<file path="config.mk">
export PLATFORM = sky130hd
export DESIGN_NAME = data_bus_router
export DESIGN_NICKNAME = d
export VERILOG_FILES = /design/src/rtl/data_bus_router_pkg.sv /design/src/rtl/data_bus_router_addr_decoder.sv /design/src/rtl/data_bus_router.sv
export SDC_FILE = /design/constraint.sdc
export NUM_CORES = 1
export LEC_CHECK = 0
export CAP_MARGIN = 20
export CORE_ASPECT_RATIO = 0.5
export CORE_MARGIN = 3
export CORE_UTILIZATION = 41
export CTS_CLUSTER_DIAMETER = 30
export DETAILED_ROUTE_END_ITERATION = 16
export PLACE_DENSITY = 0.93
export SLEW_MARGIN = 10
export SYNTH_ARGS = -nofsm -noshare
export SYNTH_HDL_FRONTEND = slang
export SYNTH_SLANG_ARGS = --single-unit
export TNS_END_PERCENT = 20
</file>
<file path="constraint.sdc">
create_clock -name clk -period 7.8 [get_ports clk]
set_input_delay 2.34 -clock clk [delete_from_list [all_inputs] [get_ports clk]]
set_output_delay 2.34 -clock clk [all_outputs]
set_load 0.01 [all_outputs]
</file>
<file path="src/rtl/data_bus_router_pkg.sv">
// Shared types and default memory map for the single-master data bus router.
// Default windows: slave 0 = instruction/data RAM, slave 1 = data RAM, others spread from 0xC000_0000.
package data_bus_router_pkg;

  typedef enum logic [1:0] {ST_IDLE, ST_WAIT, ST_RESP} bus_state_e;

  localparam int          MAX_SLAVES  = 16;
  localparam int          ERR_CNT_W   = 8;
  localparam logic [31:0] RAM_I_BASE  = 32'h8000_0000;
  localparam logic [31:0] RAM_D_BASE  = 32'h9000_0000;
  localparam logic [31:0] WIN_MASK    = 32'hFFFF_FF00;

  function automatic logic [MAX_SLAVES*32-1:0] def_bases();
    logic [MAX_SLAVES*32-1:0] b;
    for (int i = 0; i < MAX_SLAVES; i++) b[i*32 +: 32] = 32'hC000_0000 + 32'(i) * 32'h0100_0000;
    b[31:0]  = RAM_I_BASE;
    b[63:32] = RAM_D_BASE;
    return b;
  endfunction

  localparam logic [MAX_SLAVES*32-1:0] DEF_SLAVE_BASE = def_bases();
  localparam logic [MAX_SLAVES*32-1:0] DEF_SLAVE_MASK = {MAX_SLAVES{WIN_MASK}};

  function automatic logic [ERR_CNT_W-1:0] sat_inc(input logic [ERR_CNT_W-1:0] v);
    return (&v) ? v : v + 1'b1;
  endfunction

endpackage

</file>
<file path="src/rtl/data_bus_router_addr_decoder.sv">
// Combinational window decode: per-window match, lowest index wins on overlap.
module addr_decoder #(
  parameter int NUM_SLAVES = 4,
  parameter int ADDR_W     = 32,
  parameter int IDX_W      = 2,
  parameter logic [NUM_SLAVES*ADDR_W-1:0] BASE = '0,
  parameter logic [NUM_SLAVES*ADDR_W-1:0] MASK = '0
) (
  input  logic [ADDR_W-1:0]     addr,
  output logic [NUM_SLAVES-1:0] onehot,
  output logic [IDX_W-1:0]      idx,
  output logic                  hit
);

  logic [NUM_SLAVES-1:0] raw;

  for (genvar i = 0; i < NUM_SLAVES; i++) begin : g_win
    assign raw[i] = (addr & MASK[i*ADDR_W +: ADDR_W]) ==
                    (BASE[i*ADDR_W +: ADDR_W] & MASK[i*ADDR_W +: ADDR_W]);
  end

  // Walk downward so the lowest matching index is the one left standing.
  always_comb begin
    onehot = '0;
    idx    = '0;
    for (int i = NUM_SLAVES-1; i >= 0; i--) begin
      if (raw[i]) begin
        onehot    = '0;
        onehot[i] = 1'b1;
        idx       = IDX_W'(i);
      end
    end
  end

  assign hit = |raw;

endmodule

</file>
<file path="src/rtl/data_bus_router.sv">
// Single-outstanding master-to-N-slave router with address decode, ack timeout
// and sticky error address / saturating error count.
module data_bus_router
  import data_bus_router_pkg::*;
#(
  parameter int NUM_SLAVES     = 4,
  parameter int ADDR_W         = 32,
  parameter int DATA_W         = 32,
  parameter logic [NUM_SLAVES*ADDR_W-1:0] SLAVE_BASE = (NUM_SLAVES*ADDR_W)'(DEF_SLAVE_BASE),
  parameter logic [NUM_SLAVES*ADDR_W-1:0] SLAVE_MASK = (NUM_SLAVES*ADDR_W)'(DEF_SLAVE_MASK),
  parameter int TIMEOUT_CYCLES = 16
) (
  input  logic                         clk,
  input  logic                         rst,
  input  logic                         m_req,
  input  logic                         m_we,
  input  logic [ADDR_W-1:0]            m_addr,
  input  logic [DATA_W-1:0]            m_wdata,
  input  logic [DATA_W/8-1:0]          m_wstrb,
  output logic                         m_ready,
  output logic                         m_rvalid,
  output logic [DATA_W-1:0]            m_rdata,
  output logic                         m_err,
  output logic [NUM_SLAVES-1:0]        s_req,
  output logic                         s_we,
  output logic [ADDR_W-1:0]            s_addr,
  output logic [DATA_W-1:0]            s_wdata,
  output logic [DATA_W/8-1:0]          s_wstrb,
  input  logic [NUM_SLAVES-1:0]        s_ack,
  input  logic [NUM_SLAVES*DATA_W-1:0] s_rdata,
  output logic [ADDR_W-1:0]            err_addr,
  output logic [ERR_CNT_W-1:0]         err_count
);

  localparam int IDX_W = (NUM_SLAVES > 1) ? $clog2(NUM_SLAVES) : 1;
  localparam int CNT_W = $clog2(TIMEOUT_CYCLES + 1);

  bus_state_e            state, state_nxt;
  logic [NUM_SLAVES-1:0] dec_onehot, sel_r;
  logic [IDX_W-1:0]      dec_idx, idx_r;
  logic                  dec_hit;
  logic [CNT_W-1:0]      cnt;
  logic                  xfer, ack_sel, tmo;
  logic [DATA_W-1:0]     rdata_r;
  logic                  err_r;

  addr_decoder #(
    .NUM_SLAVES (NUM_SLAVES),
    .ADDR_W     (ADDR_W),
    .IDX_W      (IDX_W),
    .BASE       (SLAVE_BASE),
    .MASK       (SLAVE_MASK)
  ) u_dec (
    .addr   (m_addr),
    .onehot (dec_onehot),
    .idx    (dec_idx),
    .hit    (dec_hit)
  );

  assign m_ready  = (state == ST_IDLE);
  assign xfer     = m_req & m_ready;
  assign ack_sel  = |(s_ack & sel_r);
  assign tmo      = (cnt == CNT_W'(TIMEOUT_CYCLES - 1));
  // Derived from state so an async reset drops the request in the same cycle.
  assign s_req    = (state == ST_WAIT) ? sel_r : '0;
  assign m_rvalid = (state == ST_RESP);
  assign m_rdata  = rdata_r;
  assign m_err    = err_r;

  always_ff @(posedge clk or posedge rst) begin
    if (rst) state <= ST_IDLE;
    else     state <= state_nxt;
  end

  always_comb begin
    state_nxt = state;
    case (state)
      ST_IDLE: if (xfer) state_nxt = dec_hit ? ST_WAIT : ST_RESP;
      ST_WAIT: if (ack_sel || tmo) state_nxt = ST_RESP;
      ST_RESP: state_nxt = ST_IDLE;
      default: state_nxt = ST_IDLE;
    endcase
  end

  always_ff @(posedge clk or posedge rst) begin
    if (rst) begin
      cnt       <= '0;
      sel_r     <= '0;
      idx_r     <= '0;
      s_we      <= 1'b0;
      s_addr    <= '0;
      s_wdata   <= '0;
      s_wstrb   <= '0;
      rdata_r   <= '0;
      err_r     <= 1'b0;
      err_addr  <= '0;
      err_count <= '0;
    end else begin
      case (state)
        ST_IDLE: begin
          cnt <= '0;
          if (xfer) begin
            s_we    <= m_we;
            s_addr  <= m_addr;
            s_wdata <= m_wdata;
            s_wstrb <= m_wstrb;
            sel_r   <= dec_onehot;
            idx_r   <= dec_idx;
            if (!dec_hit) begin
              rdata_r   <= '0;
              err_r     <= 1'b1;
              err_addr  <= m_addr;
              err_count <= sat_inc(err_count);
            end
          end
        end
        ST_WAIT: begin
          // Ack is checked first so it wins over a simultaneous timeout.
          if (ack_sel) begin
            rdata_r <= s_we ? '0 : s_rdata[int'(idx_r)*DATA_W +: DATA_W];
            err_r   <= 1'b0;
          end else if (tmo) begin
            rdata_r   <= '0;
            err_r     <= 1'b1;
            err_addr  <= s_addr;
            err_count <= sat_inc(err_count);
          end else begin
            cnt <= cnt + 1'b1;
          end
        end
        default: ;
      endcase
    end
  end

endmodule

</file>
### Word level (Yosys, flattened, before mapping)

Cells that the tools add are included.

* register bits: 155
* bits of input ports: 204
* logic and storage cells: 80

* multiplexer cells: 38
* bitwise gates (word level): 2
* equality and inequality tests: 14
* reduce and logical (&&, ||, !) cells: 11
* add/subtract/negate cells: 2
* shift-type cells: 1

Operators with widths (number)
* 32-bit two-way mux: 9
* 32-bit one-hot mux with 2 select lines: 2
* 128-bit by 8-bit variable part select with 32-bit output: 1
* 24-bit == test (second input constant): 4
* 8-bit two-way mux: 5
* 4-bit two-way mux: 5
* 8-bit one-hot mux with 2 select lines: 1
* 2-bit two-way mux: 7
* 5-bit two-way mux: 2
* 5-bit one-hot mux with 2 select lines: 1
* 8-bit by 1-bit adder with 8-bit output (second input constant): 1
* 2-bit != test (second input constant): 4
* 8-bit AND reduction: 1
* 4-bit OR reduction: 2
* 5-bit by 1-bit adder with 5-bit output (second input constant): 1
* 5-bit by 4-bit == test with 1-bit output (second input constant): 1
* 5-bit AND reduction: 1
* 4-bit bitwise AND: 1
* 1-bit two-way mux: 4
* 2-bit by 1-bit != test with 1-bit output (second input constant): 2
* 2-bit one-hot mux with 2 select lines: 1
* 2-bit AND reduction: 2
* 4-bit AND reduction: 1
* 3-bit != test (second input constant): 1
* other kinds (8): 8

### Longest topological paths before layout

Gate-level depths: netlist of the first run.

* depth in word-level cells: 5
* mapped depth: 8

### Cells and area by module

A second synthesis of the first run with hierarchy kept.

* cell total of the unflattened synthesis: 508
* area total of the unflattened synthesis: 7297.0 um^2

Modules (own cells, without submodules)
* data_bus_router: sequential area each 3878.7 um^2, area each 7156.9 um^2, times used 1, cells an instance 489
* addr_decoder: sequential area each 0.0 um^2, area each 140.1 um^2, times used 1, cells an instance 19

### Least setup slack after synthesis of the first run

OpenSTA, ideal clock, no wires.

* path kind: input -> register
* from: input m_addr[15]
* to: register err_r (netlist: m_err)
* path buffers: 0
* cell stages on the path: 7
* path slack: 4.181 ns
* setup time: 0.119 ns
* arrival: 3.500 ns
* cells stage by stage: nor4_1 -> nand3_1 -> or2_1 -> o211ai_2 -> a21o_4 -> inv_1 -> o21a_1

* longest elaborated chain between the ends: 4
* elaborated cells on any way between the ends: 7
* those cells by class: eq/ne: 5; reduce/logical: 2

Ends and longest elaborated chain
* start: declaration: line data_bus_router.sv:17 `input logic [ADDR_W-1:0] m_addr,`
* 24-bit == test: line data_bus_router_addr_decoder.sv:18 `assign raw[i] = (addr & MASK[i*ADDR_W +: ADDR_W]) ==`
* 4-bit OR reduction *: line data_bus_router_addr_decoder.sv:35 `assign hit = |raw;`
* 2-bit != test (no line) *
* 4-bit AND reduction (no line) *
* end signal: assignment: line data_bus_router.sv:95 `err_r <= 1'b0;`
* end signal: assignment: line data_bus_router.sv:111 `err_r <= 1'b1;`
* end signal: assignment: line data_bus_router.sv:121 `err_r <= 1'b0;`
* end: declaration: line data_bus_router.sv:45 `logic err_r;`

Every way passes the cells marked *; elsewhere a longest branch is shown, timed or not.
A chain may end at the register's enable or synchronous reset.

### Final worst setup path of the first run

* from: input m_addr[15]
* to: register err_count[1]

* longest elaborated chain between the ends: 4
* elaborated cells on any way between the ends: 7
* those cells by class: eq/ne: 5; reduce/logical: 2

Ends and longest elaborated chain
* 24-bit == test: line data_bus_router_addr_decoder.sv:18
* 4-bit OR reduction *: line data_bus_router_addr_decoder.sv:35
* 2-bit != test (no line) *
* 5-bit AND reduction (no line) *
* end signal: assignment: line data_bus_router.sv:113 `err_count <= sat_inc(err_count);`
* end signal: assignment: line data_bus_router.sv:126 `err_count <= sat_inc(err_count);`
* end: declaration: line data_bus_router.sv:32 `output logic [ERR_CNT_W-1:0] err_count`

Marks and branches as above.

==> impl_metrics.json, run 1 <==
{
  "status": "complete, no violations",
  "dp_slack_ns": 2.85,
  "reg2regPathDepth": 7,
  "setup_viol": 0,
  "required_ns": 8.09,
  "h-tree-depth": 4,
  "clk_path_buf_depth": 2,
  "p_leak_nw": 4.96,
  "antenna_cells": 0,
  "nNetsFinal": 1242,
  "clock_sinks": 155,
  "layoutNonFillerInstCount": 1275,
  "min_to": "s_wdata[9]$_DFFE_PP0P_",
  "setup_slack_ns": 3.26,
  "io_pins": 352,
  "tns_ns": 0,
  "synth_nets": 909,
  "critPathKind": "in -> reg",
  "drt_iter0_drc": 550,
  "area_growth_syn_to_layout_pct": 60.7,
  "gr-usage-all-layers": 0.265,
  "post-cts-setup-buffers": 0,
  "clk_pin_slew_ns": 0.06,
  "synthFlopType": "dfrtp_1",
  "r2r_slack_ns": 4.68,
  "die_w_um": 192,
  "hold_class": "reg -> reg",
  "place.gp.congestion": 0.843,
  "vias": 6800,
  "final_cell_mix": "clkdlybuf4s50_1 (351), nand2_1 (284), dfrtp_1 (154)",
  "core-area_um2": 16600,
  "synth_cell_type_count": 41,
  "synth-edff-count": 0,
  "p_per_area_nw_per_um2": 202,
  "peakVddDrop_mv": 0.175,
  "maxCapViolations": 0,
  "post-route-period-util": 0.583,
  "slew_violations": 0,
  "max_freq_ghz": 0.220,
  "synthArstFlopShare": 1.00,
  "hold_start": "s_wdata[9]$_DFFE_PP0P_",
  "hold_viol": 0,
  "tightest_slew_ns": 0.921,
  "antenna_left": 0,
  "critical_path.max_fanout": 71,
  "dp_hpwl_um": 19400,
  "ys_ff_latch": 155,
  "dpl.cell_count": 1242,
  "syn_area_per_cell_um2": 10.1,
  "dieArea_um2": 19000,
  "layout.cells.most_common": "clkdlybuf4s50_1",
  "yosys_warnings": 0,
  "r2r-end": "err_count[1]$_DFFE_PP0P_",
  "drc": 0,
  "synth_area_um2": 7070,
  "via_per_inst": 5.33,
  "cts_buffers": 17,
  "rows": 33,
  "cts_tree": "built",
  "endpoint_kind": "flop",
  "wl_per_cell_um": 20.1,
  "ctsRootBufferMaster": "clkbuf_16",
  "clk_latency_ns": 0.41,
  "fillerInstances": 1183,
  "ctsResizeCount": 0,
  "rsz0062_at_grt": "false",
  "grt_start_max_net_pins": 104,
  "grt_pass1_vias": 7008,
  "drive_above_1_share": 0.0868,
  "die_h_um": 98.9,
  "initial_utilization": 0.425,
  "hold_buffers": 0,
  "reg2reg_from": "state[0]$_DFFE_PP0P_",
  "fin_crit_ns": 4.54,
  "antenna_found_initial": 4,
  "skew_ns": 0.0107,
  "finalPower_w": 0.00230,
  "whs_path_depth": 2,
  "start_kind": "input pin",
  "ys_seq_area_frac": 0.548,
  "first_pass_iters": 5,
  "gr-total-overflow": 0,
  "portBuffers": 351,
  "slew_headroom": 0.386,
  "grt_pass1_wl_um": 38700,
  "totalWireLength_um": 25600,
  "arrival_ns": 4.83,
  "syn_inst": 702
}
==> power breakdown <==
group | internal, W | leakage [nW] | switching (W)
sequential | 0.000885 | 1.94 | 0.0000657
clock | 0.000497 | 0.288 | 0.000353
combinational | 0.000286 | 2.74 | 0.000213
==> layer usage <==
metal  up-vias  part of all wire  GRT usage
li1       3058                 -          -
met1      3367              0.39      0.324
met2       293              0.51      0.451
met3        76             0.069     0.0718
met4         6             0.037     0.0997
met5         -            0.0016          0
==> critical path: stages <==
cell	delay [ns]
clkdlybuf4s50_1	0.46
nor4_1	0.41
nand3_1	0.27
nor3_2	0.35
o21ai_4	0.07
buf_4	0.36
nand2_1	0.20
mux2_2	0.35
==> registers in the layout, indices dropped and copies added (netlist names) <==
| register | cells |
|---|---|
| err_addr | 32 |
| m_rdata | 32 |
| s_addr | 32 |
| s_wdata | 32 |
| err_count | 8 |
| cnt | 5 |
| s_wstrb | 4 |
| sel_r | 4 |
| idx_r | 2 |
| state | 2 |
| m_err | 1 |
| s_we | 1 |
==> cells in the mapped netlist (2+ instances only) <==
library cell  number  area, µm²
a22o_1            31        272
a22o_2             2       20.0
clkbuf_1          26       97.6
and3_1             9       56.3
inv_1              6       22.5
nor3_2             2       20.0
dfrtp_1          155       3880
buf_2             12       60.1
a31oi_1           33        206
nand2_1          284       1070
buf_1              4       15.0
nor2_1            42        158
inv_2              2       7.51
nand4_1            5       31.3
a22oi_1            3       22.5
mux4_2            32        721
xnor2_1            7       61.3
nor4_1             3       18.8
or3_1              2       12.5
ha_1               3       37.5
o21ai_0            9       45.0
nand3_1            8       40.0
buf_6              3       33.8
a21oi_1            2       10.0
==> stage by stage <==
step | instance area [µm²] | hold WS (ns) | utilization
5_1_grt | 11400 | 0.495 | 0.683
3_3_place_gp | 10700 | 0.459 | 0.645
4_1_cts | 11300 | 0.484 | 0.682
3_5_place_dp | 10700 | 0.466 | 0.645
6_report | 11400 | 0.483 | 0.683
2_1_floorplan | 7070 | 0.464 | -
==> area by class of cell <==
class | instances | area, µm² | area share
clock buffer | 19 | 453 | 0.0399
sequential | 155 | 3880 | 0.341
tap | 227 | 284 | 0.0250
clock inverter | 13 | 153 | 0.0134
inverter | 8 | 35.0 | 0.00308
multi-input combinational | 494 | 2980 | 0.262
timing repair buffer | 359 | 3590 | 0.315
==> worst max path at each step <==
stage	startpoint	end	slack, ns
after CTS	m_addr[15]	err_count[1]$_DFFE_PP0P_	3.27
after detailed placement	m_addr[15]	err_count[1]$_DFFE_PP0P_	2.85
after global placement	m_addr[15]	err_count[1]$_DFFE_PP0P_	2.91
after floorplan	rst	cnt[0]$_DFFE_PP0P_	1.28
after global routing	m_addr[15]	err_count[1]$_DFFE_PP0P_	3.15
final	m_addr[15]	err_count[1]$_DFFE_PP0P_	3.26
==> kinds of logic (layout without fill, tap and decap cells) <==
logic type	Yosys count	in the layout	share of synthesized area
AOI/OAI and AO/OA	87	87	0.0909
adders and majority gates	3	3	0.00531
and+or+nand+nor	363	363	0.209
buffers and inverters	53	399	0.0334
xor gates and xnor gates	7	7	0.00867
DFF	155	155	0.548
muxes	34	34	0.105
(Power assumes the default switching activity.)
==> run 2: changes to the inputs <==
==> constraint.sdc (replaced) <==
create_clock -name clk -period 4.27 [get_ports clk]
set_input_delay 1.281 -clock clk [delete_from_list [all_inputs] [get_ports clk]]
set_output_delay 1.281 -clock clk [all_outputs]
set_load 0.01 [all_outputs]
==> run 2 against run 1 <==
Against the previous run: clock-buffer cell count is 1 lower; cell count grew 0.16%; critical endpoint is now err_addr[14]$_DFFE_PP0P_; register-to-register slack lost 2.7 ns; global-route usage decreased by 0.70 points; setup slack worse by 2.2 ns; total power rose by 84%.
==> impl_metrics.json, run 2 (synthesized netlist as in run 1, its figures left out) <==
{
  "wl_per_cell_um": 19.7,
  "drc": 0,
  "fin_crit_ns": 3.23,
  "place.gp.congestion": 0.853,
  "gr-usage-all-layers": 0.258,
  "initial_utilization": 0.425,
  "clk_path_buf_depth": 2,
  "ctsRootBufferMaster": "clkbuf_16",
  "max_freq_ghz": 0.309,
  "combinationalPowerShare": 0.215,
  "p_per_area_nw_per_um2": 369,
  "layoutNonFillerInstCount": 1277,
  "cts_buffers": 17,
  "hold_start": "s_wdata[5]$_DFFE_PP0P_",
  "gr-total-overflow": 0,
  "p_leak_nw": 4.99,
  "critPathKind": "in -> reg",
  "post-route-period-util": 0.757,
  "swShare": 0.270,
  "rows": 33,
  "die_h_um": 98.9,
  "slew_headroom": 0.445,
  "antenna_found_initial": 2,
  "dpl.cell_count": 1245,
  "hold_viol": 0,
  "endpoint_kind": "flop",
  "layout.cells.most_common": "clkdlybuf4s50_1",
  "clk_latency_ns": 0.41,
  "status": "complete, no violations",
  "start_kind": "input pin",
  "setup_viol": 0,
  "antenna_left": 0,
  "final_area_um2": 11400,
  "first_pass_iters": 5,
  "core-area_um2": 16600,
  "grt_pass1_vias": 6852,
  "r2r-end": "err_addr[14]$_DFFE_PP0P_",
  "io_pins": 352,
  "clk_pin_slew_ns": 0.07,
  "tightest_slew_ns": 0.832,
  "critical_path.max_fanout": 52,
  "tns_ns": 0,
  "area_growth_syn_to_layout_pct": 61.6,
  "p_sw_w": 0.00114,
  "drive_above_1_share": 0.0876,
  "hold_class": "reg -> reg",
  "rsz0062_at_grt": "false",
  "vias": 6822,
  "peakVddDrop_mv": 0.306,
  "slew_violations": 0,
  "dieArea_um2": 19000,
  "r2r_slack_ns": 1.97,
  "cts_tree": "built",
  "maxCapViolations": 0,
  "ctsResizeCount": 0,
  "grt_start_max_net_pins": 78,
  "antenna_cells": 0,
  "via_per_inst": 5.34,
  "grt_pass1_wl_um": 37800,
  "post-cts-setup-buffers": 0,
  "hold_buffers": 0,
  "power.internal_w": 0.00308,
  "totalWireLength_um": 25100,
  "whs_ns": 0.475,
  "arrival_ns": 3.55,
  "reg2regPathDepth": 8,
  "skew_ns": 0.0117,
  "h-tree-depth": 4,
  "final_cell_mix": "clkdlybuf4s50_1 (351), nand2_1 (284), dfrtp_1 (154)",
  "whs_path_depth": 2,
  "clock_sinks": 155,
  "nNetsFinal": 1244,
  "pwr-share-seq": 0.411,
  "min_to": "s_wdata[5]$_DFFE_PP0P_",
  "p_clk_frac": 0.373,
  "portBuffers": 351,
  "drt_iter0_drc": 569,
  "dp_hpwl_um": 19200,
  "required_ns": 4.59,
  "die_w_um": 192,
  "reg2reg_from": "cnt[0]$_DFFE_PP0P_",
  "postPlaceCellArea_um2": 10800
}
==> run 2: worst max path at each step <==
stage | startpoint | to | slack [ns] | cells past startpoint
6_report | m_addr[28] | err_addr[14]$_DFFE_PP0P_ | 1.04 | 8
5_1_grt | m_addr[28] | err_addr[5]$_DFFE_PP0P_ | 0.80 | 8
4_1_cts | m_addr[28] | err_addr[14]$_DFFE_PP0P_ | 1.04 | 8
3_5_place_dp | m_addr[28] | err_addr[14]$_DFFE_PP0P_ | 0.62 | 8
3_3_place_gp | m_addr[8] | m_err$_DFFE_PP0P_ | 0.73 | 8
2_1_floorplan | rst | cnt[0]$_DFFE_PP0P_ | 1.03 | 1
==> run 2: final cells by class <==
| type | count | area [µm²] |
|---|---|---|
| Sequential cell | 155 | 3880 |
| Fill cell | 1201 | 5210 |
| Clock buffer | 18 | 429 |
| Tap cell | 227 | 284 |
| Inverter | 8 | 33.8 |
| Clock inverter | 14 | 183 |
| Multi-Input combinational cell | 494 | 2980 |
| Timing Repair Buffer | 361 | 3650 |
==> run 2: metrics by stage <==
stage | utilization | power, W | setup WS, ns
6_report | 0.687 | 0.00422 | 1.04
5_1_grt | 0.687 | 0.00439 | 0.798
4_1_cts | 0.687 | 0.00426 | 1.04
3_5_place_dp | 0.650 | 0.00267 | 0.617
3_3_place_gp | 0.649 | 0.00263 | 0.725
2_1_floorplan | - | 0.00206 | 1.03
==> run 2: routing by layer <==
layer	vias up	global-route usage	wire length (µm)
met1	3364	0.318	9770
met4	2	0.0811	824
met3	68	0.0689	1710
li1	3070	-	-
met5	-	0	13
met2	318	0.446	12800
==> run 2: worst max-delay path: stages <==
cell             delay [ns]
clkdlybuf4s50_1        0.57
and3b_1                0.24
nor2_2                 0.15
nor3_2                 0.09
o21ai_4                0.42
buf_4                  0.52
nor2_1                 0.07
a31oi_1                0.18
==> run 2: power groups by stage <==
| stage | Sequential [W] | Combinational (W) | Clock, W |
|---|---|---|---|
| CTS | 0.00174 | 0.000915 | 0.00161 |
| finish | 0.00174 | 0.000909 | 0.00158 |
| detailed placement | 0.00176 | 0.000910 | 0 |
| global route | 0.00175 | 0.000973 | 0.00167 |
| floorplan | 0.00181 | 0.000252 | 0 |
| global placement | 0.00175 | 0.000881 | 0 |
==> run 3: changes to the inputs <==
==> constraint.sdc (replaced) <==
create_clock -name clk -period 3.2 [get_ports clk]
set_input_delay 0.96 -clock clk [delete_from_list [all_inputs] [get_ports clk]]
set_output_delay 0.96 -clock clk [all_outputs]
set_load 0.01 [all_outputs]
==> run 3 against run 2 <==
Against the previous run: wire length is 2.5% higher; hold slack worse by 0.0021 ns; via count is 0.12% higher; flip-flop and latch count stayed put; highest routed layer unchanged.
==> impl_metrics.json, run 3 (synthesized netlist as in run 1, its figures left out) <==
{
  "pwr-share-seq": 0.415,
  "layout.cells.most_common": "clkdlybuf4s50_1",
  "p_per_area_nw_per_um2": 486,
  "clock_sinks": 155,
  "via_per_inst": 5.32,
  "rows": 33,
  "crit_chain": "inv_2, and3_1, clkdlybuf4s50_1",
  "hold_class": "reg -> reg",
  "power.internal_w": 0.00399,
  "gr-total-overflow": 0,
  "tns_ns": 0,
  "dp_hpwl_um": 19800,
  "post-cts-setup-buffers": 0,
  "arrival_ns": 1.96,
  "critical_path.slowest_cell": "clkdlybuf4s50_1",
  "max_freq_ghz": 0.343,
  "drive_above_1_share": 0.0955,
  "p_leak_nw": 5.03,
  "slew_violations": 0,
  "required_ns": 2.24,
  "final_cell_mix": "clkdlybuf4s50_1 (351), nand2_1 (284), dfrtp_1 (154)",
  "cts_buffers": 17,
  "gr-usage-all-layers": 0.270,
  "ctsResizeCount": 0,
  "h-tree-depth": 4,
  "final_area_um2": 11500,
  "vias": 6830,
  "core-area_um2": 16600,
  "rsz0062_at_grt": "false",
  "start_kind": "flop",
  "io_pins": 352,
  "p_clk_frac": 0.365,
  "die_h_um": 98.9,
  "status": "complete, no violations",
  "drc": 0,
  "swShare": 0.285,
  "area_growth_syn_to_layout_pct": 62.4,
  "grt_start_max_net_pins": 53,
  "die_w_um": 192,
  "hold_viol": 0,
  "setup_viol": 0,
  "maxCapViolations": 0,
  "place.gp.congestion": 0.842,
  "critical-path-top-delay-family": "buffers and inverters",
  "fin_crit_ns": 2.92,
  "portBuffers": 351,
  "p_sw_w": 0.00159,
  "cts_tree": "built",
  "slew_headroom": 0.645,
  "combinationalPowerShare": 0.221,
  "antenna_found_initial": 2,
  "tightest_slew_ns": 0.532,
  "critPathKind": "reg -> out",
  "antenna_cells": 0,
  "critical_path.max_fanout": 10,
  "dieArea_um2": 19000,
  "max_stage_delay_ns": 0.57,
  "grt_pass1_vias": 7077,
  "clk_path_buf_depth": 2,
  "antenna_left": 0,
  "postPlaceCellArea_um2": 10900,
  "wl_per_cell_um": 20.1,
  "skew_ns": 0.0184,
  "grt_pass1_wl_um": 39600,
  "clk_latency_ns": 0.41,
  "totalWireLength_um": 25800,
  "endpoint_kind": "output pin",
  "nNetsFinal": 1252,
  "first_pass_iters": 5,
  "initial_utilization": 0.425,
  "drt_iter0_drc": 492,
  "peakVddDrop_mv": 0.422,
  "post-route-period-util": 0.912,
  "clk_pin_slew_ns": 0.07,
  "hold_buffers": 0,
  "critPathBufInv": 2,
  "ctsRootBufferMaster": "clkbuf_16"
}
-- run 3: cell types whose count changed in the layout (fill, tap and decap cells not counted), sizes merged --
cell	previous run	this run
bufinv	3	1
clkinv	3	4
inv	13	16
clkinvlp	3	2
clkbuf	18	17
buf	10	18
-- run 3: worst paths after layout --
check                                       start                  endpoint  slack, ns  cells after the start
max                          state[1]$_DFFE_PP0P_                  s_req[1]       0.28                      3
min                        s_wstrb[0]$_DFFE_PP0P_    s_wstrb[0]$_DFFE_PP0P_       0.47                      2
max reg2reg                  state[0]$_DFFE_PP0P_  err_count[7]$_DFFE_PP0P_       0.82                      8
min reg2reg                s_wstrb[0]$_DFFE_PP0P_    s_wstrb[0]$_DFFE_PP0P_       0.47                      2
max in group asynchronous                     rst      idx_r[0]$_DFFE_PP0P_       1.63                      3
min in group asynchronous                     rst  err_addr[29]$_DFFE_PP0P_       0.92                      2
-- run 3: routing by layer --
layer | vias up | wire [µm] | track usage
met2 | 327 | 13200 | 0.461
met5 | - | 19 | 0
li1 | 3079 | - | -
met4 | 4 | 920 | 0.0969
met3 | 74 | 1950 | 0.0800
met1 | 3346 | 9730 | 0.326
-- run 3: cell type report --
type,instances,area (µm²)
tap,227,284
clock buffer,17,425
clock inverter,15,173
timing repair buffer,369,3720
fill,1189,5150
multi-input combinational,494,2980
sequential,155,3880
inverter,8,33.8
-- run 3: per-stage QoR --
step | cells | total power, W | utilization | hold WS, ns | setup WS (ns)
5_1_grt | 1285 | 0.00582 | 0.691 | 0.503 | 0.248
2_1_floorplan | 702 | 0.00275 | - | 0.464 | 0.281
3_3_place_gp | 1252 | 0.00353 | 0.654 | 0.458 | 0.160
4_1_cts | 1284 | 0.00562 | 0.690 | 0.479 | 0.293
6_report | 1285 | 0.00558 | 0.691 | 0.473 | 0.281
3_5_place_dp | 1252 | 0.00358 | 0.654 | 0.462 | 0.0949
-- run 3: power groups by stage --
stage	clock, W	sequential, W	combinational, W
2_1_floorplan	0	0.00241	0.000336
3_3_place_gp	0	0.00233	0.00120
3_5_place_dp	0	0.00235	0.00123
4_1_cts	0.00207	0.00231	0.00124
5_1_grt	0.00217	0.00234	0.00132
6_report	0.00203	0.00232	0.00123
-- run 3: worst reg2reg max path, stage by stage, from the launching register on --
cell and delay [ns]:
dfrtp_1 0.55, inv_2 0.18, nor2_4 0.14, buf_4 0.40, nand4_1 0.29, o21ai_4 0.16
buf_4 0.26, nand4_1 0.14, xnor2_1 0.15
